--- config.mk ---
export PLATFORM = sky130hd
export DESIGN_NAME = fft_mag_peak_flat
export DESIGN_NICKNAME = d
export VERILOG_FILES = /design/src/rtl/fft_mag_peak_if.sv /design/src/rtl/fft_mag_peak.sv /design/src/flat_wrapper.sv
export SDC_FILE = /design/constraint.sdc
export NUM_CORES = 2
export LEC_CHECK = 0
export BUFFER_PORTS_ARGS = -buffer_cell sky130_fd_sc_hd__buf_4
export CAP_MARGIN = 10
export CORE_UTILIZATION = 40
export CTS_BUF_LIST = sky130_fd_sc_hd__clkbuf_16
export DETAILED_ROUTE_END_ITERATION = 8
export PLACE_DENSITY = 0.56
export SLEW_MARGIN = 5
export SYNTH_ARGS = -nofsm -noshare
export SYNTH_HDL_FRONTEND = slang
export SYNTH_SLANG_ARGS = --single-unit
--- constraint.sdc ---
create_clock -name clk -period 8.8 [get_ports clk]
set_input_delay 1.76 -clock clk [delete_from_list [all_inputs] [get_ports clk]]
set_output_delay 1.76 -clock clk [all_outputs]
set_load 0.02 [all_outputs]
--- src/rtl/fft_mag_peak_if.sv ---
// Stream-in / RAM-write-out bundle for fft_mag_peak.
// slave = block side, master = source/sink side.
interface fft_mag_peak_if #(
  parameter int DW = 16,
  parameter int AW = 13,
  parameter int MW = DW + 1
);
  logic                 source_sop;
  logic                 source_eop;
  logic                 source_valid;
  logic signed [DW-1:0] source_real;
  logic signed [DW-1:0] source_imag;
  logic [AW-1:0]        wr_addr;
  logic [MW-1:0]        wr_data;
  logic                 wren;
  logic [MW-1:0]        peak_mag;
  logic [AW-1:0]        peak_bin;
  logic                 peak_valid;
  logic                 frame_err;

  modport slave (
    input  source_sop, source_eop, source_valid, source_real, source_imag,
    output wr_addr, wr_data, wren, peak_mag, peak_bin, peak_valid, frame_err
  );

  modport master (
    output source_sop, source_eop, source_valid, source_real, source_imag,
    input  wr_addr, wr_data, wren, peak_mag, peak_bin, peak_valid, frame_err
  );
endinterface

--- src/rtl/fft_mag_peak.sv ---
// FFT bin magnitude (sqrt(re^2+im^2)) pipeline with RAM write port and
// per-frame peak search; frame tracking rejects out-of-frame samples.
module fft_mag_peak #(
  parameter int DW   = 16,
  parameter int AW   = 13,
  parameter int SKIP = 3
) (
  input  logic          clk,
  input  logic          rst_n,
  fft_mag_peak_if.slave bus
);
  localparam int MW = DW + 1;
  localparam int SW = 2*DW + 1;
  localparam int RW = 2*DW + 3;
  localparam int L  = MW + 2;
  localparam logic [AW:0] SKIP_C = (AW+1)'(SKIP);

  typedef enum logic {IDLE, FRAME} state_t;

  typedef struct packed {
    logic          vld;
    logic          sop;
    logic          eop;
    logic [AW-1:0] bin;
  } side_t;

  // ---------------- framing ----------------
  state_t        r_state;
  logic [AW-1:0] r_cnt;
  logic          r_frame_err;
  logic          w_acc;
  logic [AW-1:0] w_bin;
  side_t         w_side;

  assign w_acc = bus.source_valid & (bus.source_sop | (r_state == FRAME));
  assign w_bin = bus.source_sop ? '0 : r_cnt + AW'(1);

  always_comb begin
    w_side     = '0;
    w_side.vld = w_acc;
    w_side.sop = bus.source_sop;
    w_side.eop = bus.source_eop;
    w_side.bin = w_bin;
  end

  always_ff @(posedge clk or negedge rst_n) begin
    if (!rst_n) begin
      r_state     <= IDLE;
      r_cnt       <= '0;
      r_frame_err <= 1'b0;
    end else begin
      r_frame_err <= bus.source_valid &
                     (bus.source_sop ? (r_state == FRAME) : (r_state == IDLE));
      if (w_acc) begin
        r_cnt   <= w_bin;
        r_state <= bus.source_eop ? IDLE : FRAME;
      end
    end
  end

  // ---------------- sideband shift register ----------------
  side_t r_side [1:L];

  always_ff @(posedge clk or negedge rst_n) begin
    if (!rst_n) begin
      for (int k = 1; k <= L; k++) r_side[k] <= '0;
    end else begin
      r_side[1] <= w_side;
      for (int k = 2; k <= L; k++) r_side[k] <= r_side[k-1];
    end
  end

  // ---------------- squares and sum ----------------
  logic signed [2*DW-1:0] w_re_x, w_im_x, w_p_re, w_p_im;
  logic [2*DW-1:0]        r_sq_re, r_sq_im;
  logic [RW-1:0]          r_rem0;

  assign w_re_x = (2*DW)'(bus.source_real);
  assign w_im_x = (2*DW)'(bus.source_imag);
  assign w_p_re = w_re_x * w_re_x;
  assign w_p_im = w_im_x * w_im_x;

  // Skipped bins are zeroed here so the root stages naturally produce 0.
  always_ff @(posedge clk or negedge rst_n) begin
    if (!rst_n) begin
      r_sq_re <= '0;
      r_sq_im <= '0;
      r_rem0  <= '0;
    end else begin
      r_sq_re <= w_p_re;
      r_sq_im <= w_p_im;
      r_rem0  <= ({1'b0, r_side[1].bin} < SKIP_C) ? '0 :
                 RW'(SW'(r_sq_re) + SW'(r_sq_im));
    end
  end

  // ---------------- restoring square root, one bit per stage ----------------
  // Residual tracks sum - root^2; accepting bit B costs (root<<(B+1)) + 2^(2B).
  for (genvar k = 1; k <= MW; k++) begin : g_sq
    localparam int B = MW - k;
    logic [RW-1:0] w_rin, w_inc;
    logic [MW-1:0] w_qin;
    logic [MW-1:0] r_root;
    logic          w_ge;

    if (k == 1) begin : g_first
      assign w_rin = r_rem0;
      assign w_qin = '0;
    end else begin : g_next
      assign w_rin = g_sq[k-1].g_keep.r_rem;
      assign w_qin = g_sq[k-1].r_root;
    end

    assign w_inc = (RW'(w_qin) << (B+1)) + (RW'(1) << (2*B));
    assign w_ge  = (w_rin >= w_inc);

    always_ff @(posedge clk or negedge rst_n) begin
      if (!rst_n) r_root <= '0;
      else        r_root <= w_ge ? (w_qin | (MW'(1) << B)) : w_qin;
    end

    if (k < MW) begin : g_keep
      logic [RW-1:0] r_rem;
      always_ff @(posedge clk or negedge rst_n) begin
        if (!rst_n) r_rem <= '0;
        else        r_rem <= w_ge ? (w_rin - w_inc) : w_rin;
      end
    end
  end

  // ---------------- output stage and peak search ----------------
  side_t         w_o;
  logic [MW-1:0] w_mag;
  logic          w_cand, w_take;
  logic          w_b_seen, w_n_seen;
  logic [MW-1:0] w_b_max, w_n_max;
  logic [AW-1:0] w_b_bin, w_n_bin;
  logic          r_seen, r_pv;
  logic [MW-1:0] r_max, r_pmag;
  logic [AW-1:0] r_maxbin, r_pbin;

  assign w_o    = r_side[L];
  assign w_mag  = g_sq[MW].r_root;
  assign w_cand = w_o.vld & ({1'b0, w_o.bin} >= SKIP_C);

  // A sop at the output restarts the search; an abandoned frame simply never
  // reaches its eop, so no peak is reported for it.
  always_comb begin
    w_b_seen = w_o.sop ? 1'b0 : r_seen;
    w_b_max  = w_o.sop ? '0   : r_max;
    w_b_bin  = w_o.sop ? '0   : r_maxbin;
    w_take   = w_cand & (!w_b_seen | (w_mag > w_b_max));
    w_n_seen = w_take | w_b_seen;
    w_n_max  = w_take ? w_mag : w_b_max;
    w_n_bin  = w_take ? w_o.bin : w_b_bin;
  end

  always_ff @(posedge clk or negedge rst_n) begin
    if (!rst_n) begin
      r_seen   <= 1'b0;
      r_max    <= '0;
      r_maxbin <= '0;
      r_pv     <= 1'b0;
      r_pmag   <= '0;
      r_pbin   <= '0;
    end else begin
      r_pv <= w_o.vld & w_o.eop;
      if (w_o.vld) begin
        r_seen   <= w_n_seen;
        r_max    <= w_n_max;
        r_maxbin <= w_n_bin;
        if (w_o.eop) begin
          r_pmag <= w_n_max;
          r_pbin <= w_n_bin;
        end
      end
    end
  end

  assign bus.wren       = w_o.vld;
  assign bus.wr_addr    = w_o.bin;
  assign bus.wr_data    = w_mag;
  assign bus.peak_valid = r_pv;
  assign bus.peak_mag   = r_pmag;
  assign bus.peak_bin   = r_pbin;
  assign bus.frame_err  = r_frame_err;
endmodule

--- src/flat_wrapper.sv ---
// flat-port wrapper written by rule: the top's interface ports become plain ports
module fft_mag_peak_flat 
#(
  parameter int DW   = 16,
  parameter int AW   = 13,
  parameter int SKIP = 3
)
  (clk, rst_n, bus_source_sop, bus_source_eop, bus_source_valid, bus_source_real, bus_source_imag, bus_wr_addr, bus_wr_data, bus_wren, bus_peak_mag, bus_peak_bin, bus_peak_valid, bus_frame_err);
  fft_mag_peak_if #(.DW(DW), .AW(AW)) bus_i ();
  input  logic clk;
  input  logic rst_n;
  input wire logic [$bits(bus_i.source_sop)-1:0] bus_source_sop;
  input wire logic [$bits(bus_i.source_eop)-1:0] bus_source_eop;
  input wire logic [$bits(bus_i.source_valid)-1:0] bus_source_valid;
  input wire logic [$bits(bus_i.source_real)-1:0] bus_source_real;
  input wire logic [$bits(bus_i.source_imag)-1:0] bus_source_imag;
  output wire logic [$bits(bus_i.wr_addr)-1:0] bus_wr_addr;
  output wire logic [$bits(bus_i.wr_data)-1:0] bus_wr_data;
  output wire logic [$bits(bus_i.wren)-1:0] bus_wren;
  output wire logic [$bits(bus_i.peak_mag)-1:0] bus_peak_mag;
  output wire logic [$bits(bus_i.peak_bin)-1:0] bus_peak_bin;
  output wire logic [$bits(bus_i.peak_valid)-1:0] bus_peak_valid;
  output wire logic [$bits(bus_i.frame_err)-1:0] bus_frame_err;
  assign bus_i.source_sop = bus_source_sop;
  assign bus_i.source_eop = bus_source_eop;
  assign bus_i.source_valid = bus_source_valid;
  assign bus_i.source_real = bus_source_real;
  assign bus_i.source_imag = bus_source_imag;
  assign bus_wr_addr = bus_i.wr_addr;
  assign bus_wr_data = bus_i.wr_data;
  assign bus_wren = bus_i.wren;
  assign bus_peak_mag = bus_i.peak_mag;
  assign bus_peak_bin = bus_i.peak_bin;
  assign bus_peak_valid = bus_i.peak_valid;
  assign bus_frame_err = bus_i.frame_err;
  fft_mag_peak #(.DW(DW), .AW(AW), .SKIP(SKIP)) u_core (.clk(clk), .rst_n(rst_n), .bus(bus_i));
endmodule
======== After elaboration in Yosys (flattened, before gate mapping) ========
Cells that the tools add are included.
Widths: inputs -> output; s select.
cells by class
  multiply operators ...................... 2
  mux-type cells .......................... 42
  reductions and logical operators ........ 2
  shifts and indexed selects .............. 0
  divide/modulo/power cells ............... 0
  order comparisons ....................... 20
  bitwise logic cells ..................... 9
  add/subtract/negate cells ............... 34
  equal/unequal tests ..................... 0
operators with widths
  operator                number
  $mux 35                 17
  $ge 35x35->1            13
  $sub 35x35->35          12
  $mul 16x16->32          2
  $mux 13                 4
  $mux 17                 3
  $ge 35x19->1            1
  $ge 35x20->1            1
  $ge 35x21->1            1
  $ge 35x33->1 const B    1
  $sub 35x20->35          1
  $sub 35x21->35          1
  $sub 35x22->35          1
  $sub 35x33->35 const B  1
  $add 33x31->34 const B  1
  $add 32x29->33 const B  1
  $add 32x32->33          1
  $add 31x27->32 const B  1
  $add 30x25->31 const B  1
  $add 29x23->30 const B  1
  $add 28x21->29 const B  1
  $add 27x19->28 const B  1
  $add 26x17->27 const B  1
  $add 25x15->26 const B  1
  31 further kinds        40
word-level totals
  flip-flop bits (word level) ............. 1,329
  latch bits .............................. 0
  word-level logic and storage cells ...... 230
  bits in read-only memories .............. 0
  memories ................................ 0
  bits of input ports ..................... 37
  bits in writable memories ............... 0

======== Longest topological paths before layout ========
  depth after elaboration ................. 5
  gate-level depth with buffers ........... 25

======== Least setup slack after synthesis ========
No wires, ideal clock.
  kind .................................... input port to flip-flop
  start ................................... input bus_source_real[4]
  end ..................................... register u_core.r_sq_re[30]
  setup slack ............................. 697 ps
  arrival ................................. 8,023 ps
  stages .................................. 22
  data required time ...................... 8,720 ps
  cell sequence ........................... clkbuf_1 > clkbuf_1 > nand2_1 > fa_1 > fa_1 > fa_1 > inv_1 > fa_1 > fa_1 > inv_1 > fa_1 > inv_1 > ha_1 > and3_1 > a221o_1 > a31oi_1 > nor2_1 > o41a_1 > a2111o_1 > a21o_1 > a21oi_1 > xnor2_1
between the ends
  longest elaborated chain between the ends .. 1
ends and longest elaborated chain
  item                         line                source
  start, declared              flat_wrapper.sv:15  input wire logic [$bits(bus_i.source_real)-1:0] bus_source_real;
  $mul 16x16->32               fft_mag_peak.sv:80  assign w_p_re = w_re_x * w_re_x;
  named net u_core.w_p_re[30]  fft_mag_peak.sv:74  logic signed [2*DW-1:0] w_re_x, w_im_x, w_p_re, w_p_im;
  end signal, assigned         fft_mag_peak.sv:90  r_sq_re <= w_p_re;
  end, declared                fft_mag_peak.sv:75  logic [2*DW-1:0] r_sq_re, r_sq_im;
The timed path passes the listed nets, and every way through them passes these cells.
A chain may end at the register's enable or synchronous reset.

======== Worst setup path after layout ========
Same ends and word-level chain as after synthesis.

==> reports/metrics.yaml <==
run_status:
  status: "finished, final reports clean"
grt:
  gr-total-overflow: 0
  grt_pass1_wl_microns: 206000
  grt_max_degree: 195
  grt_pass1_vias: 39700
  grt_usage_pct: 16.3
  antenna_found_initial: 0
routing:
  drt_iter0_drc: 1837
  vias: 37500
  post_drt_via_cell_ratio: 4.82
  wl_met1_microns: 51600
  top_layer: "met4"
  detail-route-antenna-nets: 0
  wl_met2_microns: 67300
  drc: 0
  wl_met3_microns: 3200
  wire_per_inst_microns: 16.1
  routed_wl_microns: 125000
  firstDrtPassIters: 5
logic_synthesis:
  ys_warn_count: 0
  synthCells: 5498
  synthMuxAreaShare_pct: 0.905
  ys_top_cells_by_count: "dfrtp_1, inv_1, fa_1"
  synth_seq_cells: 1187
  synth_cell_types: 77
  synth_compound_area_share_pct: 7.61
  synth_edf_count: 0
  yosysTopAreaCellShare_pct: 47.4
  synth.area.top_cells: "dfrtp_1, fa_1, ha_1, inv_1, xnor2_1"
  synth-adder-area-share_pct: 22.9
  synth.most_common_cell: "dfrtp_1"
  synth.avg_cell_area_sq_um: 11.4
  synth_area_leader_cell: "dfrtp_1"
  synth_top_family_by_area: "adder cells"
  synth_nets: 6400
  seq_area_frac_synth_pct: 47.4
  synthArstFlopShare_pct: 100
  syn_area_sq_um: 62600
  synthXorXnorAreaFrac_pct: 4.64
  yosys.area_share.simple_pct: 10.1
  ys.flop_type: "dfrtp_1"
clocking:
  cts-root-buf: "clkbuf_16"
  cts_sinks: 1187
  ctsHtreeMaxLevel: 3
  clock_path_buffers: 3
  clk_latency_ns: 0.77
  hold_buffers: 0
  cts_buffers: 119
  cts.clk_slew.worst_paths_ns: 0.06
  cts_setup_buffers: 0
  cts_tree: "done"
  cts.repair.resized: 0
place:
  place_ws_ns: 0.311
  portBuffers: 99
  gp_congestion: 0.845
  dp_hpwl_microns: 96400
timing:
  final.min_clock_period_ns: 7.79
  tns_ns: 0
  hold_violations: 0
  slew_headroom_pct: 21.3
  finClkSkew_ns: 0.0941
  grt_setup_unrepaired: "no"
  max_freq_mhz: 128
  layout_setup_ws_ns: 1.01
  worst_slew_pin_slew_ns: 1.18
  setup-violations-final: 0
  period_share_pct: 88.5
  slew_violations: 0
worst_setup_path:
  worst_setup_path_start_kind: "input pin"
  cp_max_fo: 20
  cp_data_required_time_ns: 9.40
  arrival_ns: 8.39
  path_class: "in -> reg"
  crit_path_end_kind: "register"
  slowest_stage: "fa_1"
  crit_top_cell: "fa_1"
  crit_path_cell_trace: "buf_4 -> and2_1 -> fa_1 -> inv_1 -> fa_1 -> fa_1 -> inv_1 -> fa_1 -> fa_1 -> inv_1 -> fa_1 -> inv_1 -> ha_1 -> and3_1 -> a221o_1 -> a31oi_1 -> nor2_1 -> o41a_1 -> a2111o_1 -> a21o_1 -> a21oi_1 -> xnor2_1"
  critPathMaxStageDelay_ns: 0.55
layout:
  multiInputGateArea_sq_um: 28900
  seqCellArea_sq_um: 29700
  antenna_cells: 0
  nFillCells: 14400
  finalNetCount: 6521
  drive_gt1_share_pct: 6.31
  syn_to_final_growth_pct: 11.1
floorplan:
  die_y_microns: 398
  io_pins: 100
  core_region_area_sq_um: 155000
  die_x_microns: 398
  rows: 144
  dieArea_sq_um: 158000
  start_util_pct: 40.5
min_path:
  hold_path.class: "reg -> reg"
flow_run:
  drv_cap: 0
-- kinds of logic after synthesis --
kind of cell,count (synthesis)
adders and majority gates,865
buffers and inverters,1055
xor gates and xnor gates,332
AOI/OAI and AO/OA,743
other,1
DFF,1187
muxes,52
and+or+nand+nor,1263
-- layout by cell type, fill, tap and decap left out, types with 23 or more instances in the layout --
cell type and n:
inv_1 957, nor4_1 81, xnor2_1 170, xor2_1 162
a21oi_1 166, ha_1 397, nand3_1 41, nand4_1 40
nand2b_1 55, and3_1 29, nor3_1 119, clkinv_1 26
buf_4 119, or3_1 31, and2_1 99, nor2_1 237
o21ai_0 200, dfrtp_1 1187, a21o_1 90, o21bai_1 23
a22o_1 30, o31ai_1 44, nand2_1 389, mux2_2 29
o21a_1 62, clkbuf_16 119, nor2b_1 51, fa_1 468
a211oi_1 25
-- metal layers --
| layer | track usage [%] | vias to the layer above |
|---|---|---|
| li1 | - | 18000 |
| met1 | 19.4 | 18900 |
| met2 | 30.7 | 429 |
| met3 | 2.12 | 143 |
| met4 | 4.16 | 0 |
| met5 | 0 | - |
-- per-stage QoR --
| step | util [%] | cell area (sq um) | cells | hold WS (ns) |
|---|---|---|---|---|
| after CTS | 45.0 | 69600 | 7762 | 0.261 |
| final | 45.0 | 69600 | 7762 | 0.274 |
| after floorplan | - | 62600 | 5498 | 0.331 |
| after global routing | 45.0 | 69600 | 7762 | 0.274 |
| after global placement | 42.4 | 65700 | 7542 | 0.331 |
| after detailed placement | 42.4 | 65700 | 7542 | 0.335 |
-- registers in the layout, indices dropped and copies added (netlist names) --
signal / flops
u_core.g_sq.g_keep.r_rem: 523
u_core.r_side: 290
u_core.g_sq.r_root: 127
u_core.g_sq.w_rin: 68
u_core.r_sq_im: 31
u_core.r_sq_re: 31
u_core.bus.peak_mag: 17
u_core.bus.wr_data: 17
u_core.r_max: 17
u_core.bus.peak_bin: 13
u_core.bus.wr_addr: 13
u_core.r_cnt: 13
u_core.r_maxbin: 13
u_core.g_sq.w_qin: 9
u_core.bus.frame_err: 1
u_core.bus.peak_valid: 1
u_core.bus.wren: 1
u_core.r_seen: 1
u_core.r_state: 1
-- critical path, delay by kind of cell --
kind | cells | cell delay [ns]
buf+inv | 5 | 0.40
fa+ha+maj | 7 | 3.43
compound gates | 6 | 2.08
simple gates | 3 | 0.58
xor+xnor | 1 | 0.13
-- cell type report --
cell class                 count  area share [%]
inverter                     929            5.01
clock inverter               101            1.31
clock buffer                 119            4.28
tap                         2044            3.68
sequential                  1187            42.7
multi-input combinational   3256            41.6
timing repair buffer         126            1.49
-- worst paths after layout --
check | from | slack (ns) | to | depth (start not counted)
max | bus_source_real[4] | 1.01 | u_core.r_sq_re[30] | 22
min | u_core.r_side[246] | 0.27 | u_core.r_side[230] | 0
max reg2reg | u_core.g_sq[12].r_root[5] | 4.57 | u_core.g_sq[13].g_keep.r_rem[32] | 11
min reg2reg | u_core.r_side[246] | 0.27 | u_core.r_side[230] | 0
max in group asynchronous | rst_n | 5.86 | u_core.r_side[267] | 3
min in group asynchronous | rst_n | 0.98 | u_core.g_sq[11].g_keep.r_rem[31] | 1
Power is not shown: default switching activity piles up to over one toggle a cycle in this logic, so the estimate is an artifact.
